File: config.mk
export PLATFORM = sky130hd
export DESIGN_NAME = nibble_serial_add_ctrl_flat
export DESIGN_NICKNAME = d
export VERILOG_FILES = /design/src/rtl/nibble_serial_add_ctrl_if.sv /design/src/rtl/nibble_serial_add_ctrl.sv /design/src/flat_wrapper.sv
export SDC_FILE = /design/constraint.sdc
export NUM_CORES = 1
export LEC_CHECK = 0
export ABC_AREA = 1
export CELL_PAD_IN_SITES_DETAIL_PLACEMENT = 0
export CELL_PAD_IN_SITES_GLOBAL_PLACEMENT = 1
export CORE_ASPECT_RATIO = 1.75
export CORE_MARGIN = 3
export CORE_UTILIZATION = 38
export CTS_CLUSTER_SIZE = 10
export DETAILED_ROUTE_END_ITERATION = 8
export GPL_TIMING_DRIVEN = 0
export PLACE_DENSITY_LB_ADDON = 0.08
export SYNTH_ARGS = -nofsm -noshare
export SYNTH_HDL_FRONTEND = slang
export SYNTH_SLANG_ARGS = --single-unit
File: constraint.sdc
create_clock -name clk -period 3.8 [get_ports clk]
set_input_delay 0.95 -clock clk [delete_from_list [all_inputs] [get_ports clk]]
set_output_delay 0.95 -clock clk [all_outputs]
set_load 0.02 [all_outputs]
File: src/rtl/nibble_serial_add_ctrl_if.sv
`default_nettype none
// ============================================================================
// Module   : nibble_serial_add_ctrl_if
// Brief    : Operand/result valid-ready bundle for nibble_serial_add_ctrl.
//            in_sub exists only when NSA_SUB_EN is defined.
// Revision : 1.0 - initial release
// ============================================================================
interface nibble_serial_add_ctrl_if #(
    parameter int NIBBLES = 4
);
    localparam int W = 4 * NIBBLES;

    logic         in_valid;
    logic         in_ready;
    logic [W-1:0] in_a;
    logic [W-1:0] in_b;
    logic         in_cin;
`ifdef NSA_SUB_EN
    logic         in_sub;
`endif
    logic         out_valid;
    logic         out_ready;
    logic [W-1:0] out_sum;
    logic         out_cout;
    logic         out_ovf;

    modport slave (
        input  in_valid, in_a, in_b, in_cin, out_ready,
        output in_ready, out_valid, out_sum, out_cout, out_ovf
`ifdef NSA_SUB_EN
        , input in_sub
`endif
    );

    modport master (
        output in_valid, in_a, in_b, in_cin, out_ready,
        input  in_ready, out_valid, out_sum, out_cout, out_ovf
`ifdef NSA_SUB_EN
        , output in_sub
`endif
    );
endinterface
`default_nettype wire

File: src/rtl/nibble_serial_add_ctrl.sv
`default_nettype none
// ============================================================================
// Module   : nibble_serial_add_ctrl
// Brief    : Multi-precision adder reusing one 4-bit cell, LS nibble first.
//            Define NSA_SUB_EN to add the subtract (A-B) mode.
// Revision : 1.0 - initial release
// ============================================================================
module nibble_serial_add_ctrl #(
    parameter int NIBBLES = 4
) (
    input  wire logic                    clk,
    input  wire logic                    rst,
    nibble_serial_add_ctrl_if.slave      bus,
    output logic                         busy
);
    localparam int W    = 4 * NIBBLES;
    localparam int IDXW = (NIBBLES > 1) ? $clog2(NIBBLES) : 1;
    localparam logic [IDXW-1:0] C_LAST = IDXW'(NIBBLES - 1);

    typedef enum logic [1:0] {
        S_IDLE = 2'd0,
        S_RUN  = 2'd1,
        S_DONE = 2'd2
    } state_t;

    state_t            r_state;
    state_t            w_state_next;
    logic [W-1:0]      r_a;
    logic [W-1:0]      r_b;
    logic [W-1:0]      r_sum;
    logic              r_cin;
    logic              r_carry;
    logic              r_ovf;
    logic [IDXW-1:0]   r_idx;
    logic              r_in_ready;
    logic              r_out_valid;
    logic              r_busy;

    logic              w_accept;
    logic              w_last;
    logic [IDXW+1:0]   w_base;
    logic [3:0]        w_a_nib;
    logic [3:0]        w_b_nib;
    logic              w_cell_cin;
    logic [3:0]        w_lo;
    logic              w_c3;
    logic [3:0]        w_s;
    logic              w_co;
    logic              w_cin_latch;

    assign w_accept = r_in_ready & bus.in_valid;
    assign w_last   = (r_idx == C_LAST);
    assign w_base   = {r_idx, 2'b00};
    assign w_a_nib  = r_a[w_base +: 4];

`ifdef NSA_SUB_EN
    logic r_sub;
    // Subtraction is A + ~B + 1, so the initial carry is forced high.
    assign w_b_nib     = r_sub ? ~r_b[w_base +: 4] : r_b[w_base +: 4];
    assign w_cin_latch = bus.in_sub | bus.in_cin;
`else
    assign w_b_nib     = r_b[w_base +: 4];
    assign w_cin_latch = bus.in_cin;
`endif

    // Cell split at bit 3 so the carry into the MSB is visible for overflow.
    assign w_cell_cin = (r_idx == '0) ? r_cin : r_carry;
    assign w_lo = {1'b0, w_a_nib[2:0]} + {1'b0, w_b_nib[2:0]} + {3'b000, w_cell_cin};
    assign w_c3 = w_lo[3];
    assign w_s  = {w_a_nib[3] ^ w_b_nib[3] ^ w_c3, w_lo[2:0]};
    assign w_co = (w_a_nib[3] & w_b_nib[3]) | (w_a_nib[3] & w_c3) | (w_b_nib[3] & w_c3);

    always_ff @(posedge clk or posedge rst) begin
        if (rst) r_state <= S_IDLE;
        else     r_state <= w_state_next;
    end

    always_comb begin
        w_state_next = r_state;
        case (r_state)
            S_IDLE:  if (w_accept)      w_state_next = S_RUN;
            S_RUN:   if (w_last)        w_state_next = S_DONE;
            S_DONE:  if (bus.out_ready) w_state_next = S_IDLE;
            default:                    w_state_next = S_IDLE;
        endcase
    end

    always_ff @(posedge clk or posedge rst) begin
        if (rst) begin
            r_a     <= '0;
            r_b     <= '0;
            r_sum   <= '0;
            r_cin   <= 1'b0;
            r_carry <= 1'b0;
            r_ovf   <= 1'b0;
            r_idx   <= '0;
`ifdef NSA_SUB_EN
            r_sub   <= 1'b0;
`endif
        end else begin
            case (r_state)
                S_IDLE: begin
                    if (w_accept) begin
                        r_a     <= bus.in_a;
                        r_b     <= bus.in_b;
                        r_cin   <= w_cin_latch;
                        r_sum   <= '0;
                        r_carry <= 1'b0;
                        r_ovf   <= 1'b0;
                        r_idx   <= '0;
`ifdef NSA_SUB_EN
                        r_sub   <= bus.in_sub;
`endif
                    end
                end
                S_RUN: begin
                    r_sum[w_base +: 4] <= w_s;
                    r_carry            <= w_co;
                    r_idx              <= r_idx + 1'b1;
                    if (w_last) r_ovf  <= w_c3 ^ w_co;
                end
                default: ;
            endcase
        end
    end

    // Status outputs are registered from the next state to keep them flop-driven.
    always_ff @(posedge clk or posedge rst) begin
        if (rst) begin
            r_in_ready  <= 1'b0;
            r_out_valid <= 1'b0;
            r_busy      <= 1'b0;
        end else begin
            r_in_ready  <= (w_state_next == S_IDLE);
            r_out_valid <= (w_state_next == S_DONE);
            r_busy      <= (w_state_next != S_IDLE);
        end
    end

    assign bus.in_ready  = r_in_ready;
    assign bus.out_valid = r_out_valid;
    assign bus.out_sum   = r_sum;
    assign bus.out_cout  = r_carry;
    assign bus.out_ovf   = r_ovf;
    assign busy          = r_busy;
endmodule
`default_nettype wire
File: src/flat_wrapper.sv
// flat-port wrapper written by rule: the top's interface ports become plain ports
module nibble_serial_add_ctrl_flat 
#(
    parameter int NIBBLES = 4
)
  (clk, rst, busy, bus_in_valid, bus_in_a, bus_in_b, bus_in_cin, bus_out_ready, bus_in_ready, bus_out_valid, bus_out_sum, bus_out_cout, bus_out_ovf);
  nibble_serial_add_ctrl_if #(.NIBBLES(NIBBLES)) bus_i ();
  input  wire logic clk;
  input  wire logic rst;
  output logic busy;
  input wire logic [$bits(bus_i.in_valid)-1:0] bus_in_valid;
  input wire logic [$bits(bus_i.in_a)-1:0] bus_in_a;
  input wire logic [$bits(bus_i.in_b)-1:0] bus_in_b;
  input wire logic [$bits(bus_i.in_cin)-1:0] bus_in_cin;
  input wire logic [$bits(bus_i.out_ready)-1:0] bus_out_ready;
  output wire logic [$bits(bus_i.in_ready)-1:0] bus_in_ready;
  output wire logic [$bits(bus_i.out_valid)-1:0] bus_out_valid;
  output wire logic [$bits(bus_i.out_sum)-1:0] bus_out_sum;
  output wire logic [$bits(bus_i.out_cout)-1:0] bus_out_cout;
  output wire logic [$bits(bus_i.out_ovf)-1:0] bus_out_ovf;
  assign bus_i.in_valid = bus_in_valid;
  assign bus_i.in_a = bus_in_a;
  assign bus_i.in_b = bus_in_b;
  assign bus_i.in_cin = bus_in_cin;
  assign bus_i.out_ready = bus_out_ready;
  assign bus_in_ready = bus_i.in_ready;
  assign bus_out_valid = bus_i.out_valid;
  assign bus_out_sum = bus_i.out_sum;
  assign bus_out_cout = bus_i.out_cout;
  assign bus_out_ovf = bus_i.out_ovf;
  nibble_serial_add_ctrl #(.NIBBLES(NIBBLES)) u_core (.clk(clk), .rst(rst), .bus(bus_i), .busy(busy));
endmodule
; After elaboration in Yosys (flattened, before gate mapping)
; Index checks and enable logic that the tools add are counted.
[totals]
regBits = 58
in_bits = 37
out_inout_bits = 21
wordCells = 56
[op_classes]
addsub = 4
eq_ne = 6
n_shift = 4
mux = 14
bitwise_logic = 9
n_reduce_logical = 8
[op_table]
columns = operator, count
row1 = $pmux 16 s2, 1
row2 = $shiftx 16x5->4, 2
row3 = $bwmux 16, 1
row4 = $mux 16, 1
row5 = $shift 4x6->16 const A, 1
row6 = $shiftx 4x6->16, 1
row7 = $mux 2, 4
row8 = $eq 2x2->1 const B, 3
row9 = $logic_not 2->1, 3
row10 = $neg 4->6, 1
row11 = $pmux 2 s3, 1
row12 = $add 3x3->4, 1
row13 = $add 4x1->4, 1
row14 = $and 1x1->1, 4
row15 = $ne 2x1->1 const B, 2
row16 = $pmux 1 s2, 2
row17 = $pmux 2 s2, 1
row18 = $reduce_and 2->1, 2
row19 = $reduce_bool 2->1, 2
row20 = $mux 1, 3
row21 = $reduce_and 3->1, 1
row22 = $xor 1x1->1, 3
row23 = $add 2x1->2 const B, 1
row24 = $eq 2x1->1 const B, 1
row25 = $or 1x1->1, 2

; Logic depth before layout (Yosys ltp)
; Gate-level depths: netlist of the first run.
[logic_depth]
word_depth = 9
mapped_depth = 16

; Worst setup path before layout of the first run
; No wires, ideal clock.
[synth_timing]
path_kind = register -> register
from = reg u_core.r_idx[1]
to = reg u_core.r_sum[15] (netlist: u_core.bus.out_sum[15])
arrival_time_ns = 2.659
required_ns = 3.726
path_slack_ns = 1.067
path_stages_with_launch = 16
path_cell_list = dfrtp_1 clkbuf_2 clkinv_1 ha_1 clkbuf_2 nand2_1 o21ai_0 fa_1 inv_1 nand3_1 nand2_1 inv_1 fa_1 inv_1 nand3_1 o21ai_2
[synth_via]
elab_chain_len = 7
[synth_lines]
columns = element, line
row1 = "start, declared", nibble_serial_add_ctrl.sv:34  ; logic [IDXW-1:0] r_idx;
row2 = "start signal, assigned", nibble_serial_add_ctrl.sv:119  ; r_idx <= r_idx + 1'b1;
row3 = $shiftx 16x5->4 (tied with other cells), nibble_serial_add_ctrl.sv:54  ; assign w_a_nib = r_a[w_base +: 4];
row4 = $add 3x3->4 or $mux 1 (tied branches), "nibble_serial_add_ctrl.sv:68, nibble_serial_add_ctrl.sv:67"
row5 = $add 4x1->4, nibble_serial_add_ctrl.sv:68  ; assign w_lo = {1'b0, w_a_nib[2:0]} + {1'b0, w_b_nib[2:0]} + {3'b000, w_cell_cin};
row6 = $xor 1x1->1, nibble_serial_add_ctrl.sv:70  ; assign w_s = {w_a_nib[3] ^ w_b_nib[3] ^ w_c3, w_lo[2:0]};
row7 = $shiftx 4x6->16, nibble_serial_add_ctrl.sv:117  ; r_sum[w_base +: 4] <= w_s;
row8 = $bwmux 16 (*), nibble_serial_add_ctrl.sv:117
row9 = $pmux 16 s2 (*), nibble_serial_add_ctrl.sv:101  ; case (r_state)
row10 = "end signal, assigned by index", nibble_serial_add_ctrl.sv:117
row11 = "end, declared", nibble_serial_add_ctrl.sv:30  ; logic [W-1:0] r_sum;
; Every way passes the cells marked *; elsewhere a longest branch is shown, timed or not.
; A chain may end at the register's enable or synchronous reset.

; Worst setup path in the final report of the first run
[layout_timing]
from = reg u_core.r_idx[1]
to = reg u_core.r_sum[7] (netlist: u_core.bus.out_sum[7])
; The elaborated chain is that of the path after synthesis.

==> metrics, run 1 <==
Seq pwr share 29.3%; Yosys Warn Count 0; hold slack 0.465 ns; critical-path maximum fanout 11; layout cells sized above 1 11.9%; worst setup path class reg2reg; CP endpoint kind register; sw frac between 40% and 50%; Vias/cell approximately 4.7; drt total wl 6.73 mm; clock slew at reported path FFs ~0.050 ns; Commonest cells post-synth nand2_1, dfrtp_1, inv_1; DP HPWL about 5 mm; post-DR wirelength/cell 13.5 um; Core ar. approximately 7000 um2; post-synth top area share 51.6%; H-Tree Level Count 3; Mapped Cells 339; Post-synth EDFFs 0; Syn Nets 385; TritonCTS clock tree yes; Critical Path AT 3.55 ns; Yosys reg bits 58; leakage power 1.96 nW; clk_lat worst skew 0.33 ns; ranking of synthesized cells by area dfrtp_1, nand2_1, o21ai_0; Final Max Tran Viols 0; Slew HR 60.5%; power share of the clock group roughly a fifth; final design utilization a little over half; number of max-cap violations 0; setup_tns 0 ns; initial core utilization 40.2%; fin nets 454; Layout Area Growth over Synthesis 34.1%; Overall Power 3.61 mW; DR pass1 iterations 4; fin crit period 3.29 ns; total global routing overflow 0; Fillers 730; Placement Setup Slack between 0.5 and 0.6 ns; final worst-path setup slack 0.506 ns; Top Ports 58; CTS Buf Count 9; P_int roughly 2 mW; status completed; Max Clock Skew 0.00458 ns; Total GRT Usage 17.4%; gpl congestion 0.818; final hold violation count 0; DRC Markers 0; hold_buf cts 0; worst slew pin tran 0.591 ns; DIE HEIGHT 120 um; total number of vias 2,322; Clock Sinks 58; initial antenna violation count 0; clock root cell clkbuf_16; part of the cycle the worst path needs 86.7%; WP data required 4.05 ns; CP startpoint kind register; sequential-to-total area share from yosys stat 51.6%; async set-reset flop share out of synthesis 100%; Fmax 304 MHz; combinational cell fraction of total power 50.7%; first-pass GRT wire length around 11 mm; PwrDens 957 nW/um2; HP Class reg2reg; post-synthesis cell type count 29; drt initial violations 108; die area approximately 8500 um2; P_sw 1.58 mW; die width 71.1 um; IO Port Bufs 57; post-route ant nets 0; Peak VDD IR 0.000360 V; Yosys top cell by area dfrtp_1; site row count 40; number of global-route vias before repair 2,393; RSZ-0062 raised after global routing false; post-CTS sizing 0; cell area after synthesis 2810 um2; post-CTS setup buffer count 0; final setup fails 0; largest net degree at the start of global routing 32; ys flop type dfrtp_1; syn_area_per_cell 8.30 um2; count leader, synth nand2_1; clk buf depth 2; ANT cells 0
==> cells in the final DEF (no fill, tap or decap) <==
cell type	n
o22a_1	2
ha_1	6
o21ai_1	1
nor3_4	1
nand3_1	12
clkbuf_16	9
nor2_1	14
clkinv_2	3
clkbuf_1	3
nor3_1	2
nor2_4	3
buf_4	3
buf_2	6
o21ai_2	3
nand2_4	4
nand2_1	159
xor2_1	1
clkinv_1	1
nand3_2	1
dfrtp_1	58
clkbuf_8	1
nor2_8	1
clkdlybuf4s50_1	57
a21oi_1	3
fa_1	3
inv_4	1
nor2_2	2
inv_2	6
o22ai_1	3
inv_1	20
nand2_2	2
buf_12	1
o21ai_0	18
nand2b_1	1
clkbuf_2	2
==> final timing paths <==
path,from,end,slack [ns],cells past startpoint
setup / recovery,u_core.r_idx[1],u_core.bus.out_sum[7],0.51,15
hold / removal,u_core.bus.out_sum[13],u_core.bus.out_sum[13],0.46,2
setup reg to reg,u_core.r_idx[1],u_core.bus.out_sum[7],0.51,15
hold reg to reg,u_core.bus.out_sum[13],u_core.bus.out_sum[13],0.46,2
max in group asynchronous,rst,u_core.r_a[13],2.21,3
min in group asynchronous,rst,u_core.bus.out_valid,1.01,2
==> power groups by stage <==
stage                     clock (mW)  combinational, mW  sequential (mW)
after global placement             0               1.82             1.07
after detailed placement           0               1.85             1.07
after global routing           0.763               2.07             1.09
after CTS                      0.728               1.86             1.07
final                          0.720               1.83             1.06
after floorplan                    0               1.17             1.13
==> per-stage QoR <==
step	area [um2]	instances
after floorplan	2810	339
after global placement	3490	480
after detailed placement	3510	481
after CTS	3770	497
after global routing	3770	497
final	3770	497
==> final cells by class <==
class	instances	area (um2)	area share, %
Tap cell	84	105	2.78
Inverter	28	108	2.85
Multi-Input combinational cell	242	1190	31.6
Clock buffer	13	250	6.63
Clock inverter	3	15.0	0.398
Sequential cell	58	1450	38.4
Timing Repair Buffer	58	591	15.6
Buffer	11	62.6	1.66
==> per-layer routing <==
metal | wire length (um) | vias to the layer above | part of all wire (%) | global-route usage [%]
li1 | - | 1191 | - | -
met1 | 2530 | 1081 | 38 | 17.7
met2 | 3850 | 38 | 57 | 32.4
met3 | 178 | 12 | 2.6 | 2.93
met4 | 171 | 0 | 2.5 | 9.65
met5 | 0 | - | 0 | 0
==> critical path: stages, from the launching register on <==
cell	delay [ns]
dfrtp_1	0.37
clkbuf_2	0.24
clkinv_1	0.33
ha_1	0.30
clkbuf_2	0.17
nand2_1	0.10
o21ai_0	0.10
fa_1	0.42
inv_1	0.07
nand3_1	0.08
nand2_1	0.10
inv_1	0.05
fa_1	0.43
inv_1	0.13
nand3_1	0.17
o21ai_2	0.17
==> registers in the layout, summed over array words and instances, names as in the netlist <==
register              count
u_core.bus.in_ready       1
u_core.bus.out_cout       1
u_core.bus.out_ovf        1
u_core.bus.out_sum       16
u_core.bus.out_valid      1
u_core.busy               1
u_core.r_a               16
u_core.r_b               16
u_core.r_cin              1
u_core.r_idx              2
u_core.r_state            2
==> cell families (layout without fill, tap and decap cells) <==
logic type	Yosys count	in the layout	synth area share, %
compound gates	30	30	6.14
fa+ha+maj	9	9	4.80
xor+xnor	1	1	0.311
buf+inv	39	113	6.05
flops	58	58	51.6
simple gates	202	202	31.1
No activity file was read; power rests on OpenSTA's default activity.
==> inputs of run 2 (changes only) <==
- CORE_ASPECT_RATIO: 1.75 -> unset
==> run 2 against run 1 <==
Against the previous run: via count grew 0.56%; sequential share of layout area grew 0.62 points; flip-flop and latch count is the same; die area shrank 0.47%; count of clock-buffer cells in the layout grew 1; final cell count grew 2.4%; global-route usage shrank 1.2 points; cell area shrank 1.6%.
==> metrics, run 2 (synthesized netlist as in run 1, its figures left out) <==
final setup fails 0 (unchanged); Worst path slowest cell fa_1; site row count 30 (-25%); M1 WL 2.88 mm (+14%); total global routing overflow 0 (unchanged); RSZ-0062 raised after global routing false; largest net degree at the start of global routing 37 (+16%); die area 8470 um2 (-0.47%); DRC Markers 0 (unchanged); drt initial violations 63 (-42%); commonest cells after routing, fill and taps aside nand2_1, dfrtp_1, clkdlybuf4s50_1; gpl congestion 0.829 (+1.3%); most common cell after layout, fill and taps aside nand2_1; Layout Area Growth over Synthesis 32.0%; post-CTS setup buffer count 0 (unchanged); DR pass1 iterations 4 (unchanged); hold_buf cts 0 (unchanged); Peak VDD IR 0.000341 V (-5.3%); R2R setup slack 0.50 ns (about the same); Max Clock Skew 0.00642 ns (+0.00183 ns); Vias/cell 4.59 (-1.8%); initial core utilization 40.3% (+0.14 points); first-pass GRT wire length 10.7 mm (-4.3%); Fmax 303 MHz (about the same); DR WL met3 235 um (+32%); CP startpoint kind register; Crit Reg-Reg Endpoint u_core.bus.out_sum[15]; H-Tree Level Count 3 (unchanged); number of max-cap violations 0 (unchanged); WP data required 4.07 ns (+0.02 ns); IO Port Bufs 57 (unchanged); post-route ant nets 0 (unchanged); part of the cycle the worst path needs 86.7% (about the same); final hold violation count 0 (unchanged); ANT cells 0 (unchanged); fin nets 454 (unchanged); worst setup path class reg2reg; metal2 WL 3.23 mm (-16%); Critical Path AT 3.57 ns (+0.02 ns); HP Class reg2reg; worst slew pin tran 0.769 ns (+0.178 ns); Clock Sinks 58 (unchanged); CP endpoint kind register; DIE HEIGHT 92.1 um (-23%); Core ar. 6980 um2 (-0.36%); Final Max Tran Viols 0 (unchanged); R2R depth 15 (unchanged); Final Cell Area 3710 um2 (-1.6%); Max Used Layer met4; Worst Min Path Start u_core.bus.out_sum[4]; DP Cell Count 493 (+2.5%); hold depth 2 (unchanged); Finished Layout Cells 509 (+2.4%); Placement Setup Slack 0.494 ns (-0.00920 ns); final worst-path setup slack 0.504 ns (-0.00168 ns); Top Ports 58 (unchanged); post-CTS sizing 0 (unchanged); clock slew at reported path FFs 0.06 ns (about the same); Slew HR 48.7% (-12 points); status completed; layout cells sized above 1 12.1% (+0.24 points); Worst Hold Endpoint u_core.bus.out_sum[4]; post-DR wirelength/cell 12.7 um (-6.0%); PwrDens 918 nW/um2 (-4.2%); setup_tns 0 ns (unchanged); FF-to-FF Start u_core.r_idx[1]; placed cell area 3530 um2 (+0.64%); TritonCTS clock tree yes; CP Cell Sequence clkbuf_2, clkinv_1, ha_1, clkbuf_2, nand2_1, o21ai_0, fa_1, inv_1, nand3_1, nand2_1, inv_1, fa_1, inv_1, nand3_1, o21ai_2; final design utilization 53.2% (-0.67 points); clk_lat worst skew 0.34 ns (about the same); CTS Buf Count 9 (unchanged); Total GRT Usage 16.2% (-1.2 points); total number of vias 2,335 (+0.56%); initial antenna violation count 0 (unchanged); most frequent CP cell inv_1; number of global-route vias before repair 2,293 (-4.2%); DP HPWL 4.80 mm (-5.7%); critical-path maximum fanout 11 (unchanged); clk buf depth 2 (unchanged); critical path's largest stage delay 0.42 ns (about the same); drt total wl 6.48 mm (-3.7%); clock root cell clkbuf_8; fin crit period 3.30 ns (+0.00168 ns); leakage power 1.92 nW (-1.7%); die width 92.1 um (+30%)
[run 2: changes by cell type in the layout (fill, tap and decap cells not counted)]
| cell | before | now |
|---|---|---|
| buf_16 | 0 | 1 |
| clkbuf_8 | 1 | 12 |
| clkbuf_1 | 3 | 2 |
| clkbuf_16 | 9 | 0 |
| clkinv_2 | 3 | 2 |
| buf_12 | 1 | 0 |
[run 2: per-stage QoR]
step                total power [mW]  hold WS (ns)
CTS                             3.45         0.475
floorplan                       2.30         0.444
global route                    3.71         0.499
global placement                2.89         0.456
detailed placement              2.91         0.459
finish                          3.41         0.469
[run 2: critical path, delay by kind of cell, from the launching register on]
| family | cells | cell delay (ns) |
|---|---|---|
| compound gates | 2 | 0.27 |
| fa+ha+maj | 3 | 1.14 |
| buf+inv | 6 | 0.99 |
| flops | 1 | 0.39 |
| simple gates | 4 | 0.43 |
[run 2: cell type report]
class	count	area, um2
Sequential cell	58	1450
Tap cell	96	120
Inverter	28	108
Clock buffer	14	173
Buffer	11	62.6
Clock inverter	2	10.0
Multi-Input combinational cell	242	1190
Fill cell	718	3270
Timing Repair Buffer	58	598
[run 2: how the worst max path moves through the flow]
stage / cells past startpoint / to / start / slack [ns]
5_1_grt: 15 / u_core.bus.out_sum[15] / u_core.r_idx[1] / 0.20
4_1_cts: 15 / u_core.bus.out_sum[7] / u_core.r_idx[1] / 0.48
6_report: 15 / u_core.bus.out_sum[15] / u_core.r_idx[1] / 0.50
3_5_place_dp: 15 / u_core.bus.out_sum[15] / u_core.r_idx[1] / 0.49
3_3_place_gp: 2 / u_core.r_a[5] / rst / 0.34
2_1_floorplan: 15 / u_core.bus.out_sum[15] / u_core.r_idx[1] / 1.07
[run 2: where the power goes]
part           leakage, nW  internal, mW  switching (mW)  total [mW]
registers            0.748         0.890           0.159        1.05
clock network       0.0965         0.288           0.239       0.527
logic                 1.08         0.684            1.15        1.83
[run 2: metal layers]
metal,track usage (%),vias to the layer above
li1,-,1185
met5,0,-
met4,7.18,0
met1,20.1,1094
met3,3.69,13
met2,27.0,43
==> inputs of run 3 (changes only) <==
- CTS_CLUSTER_SIZE: 10 -> unset
==> results of run 3 <==
Final layout, timing and power as in run 2 (identical DEF).
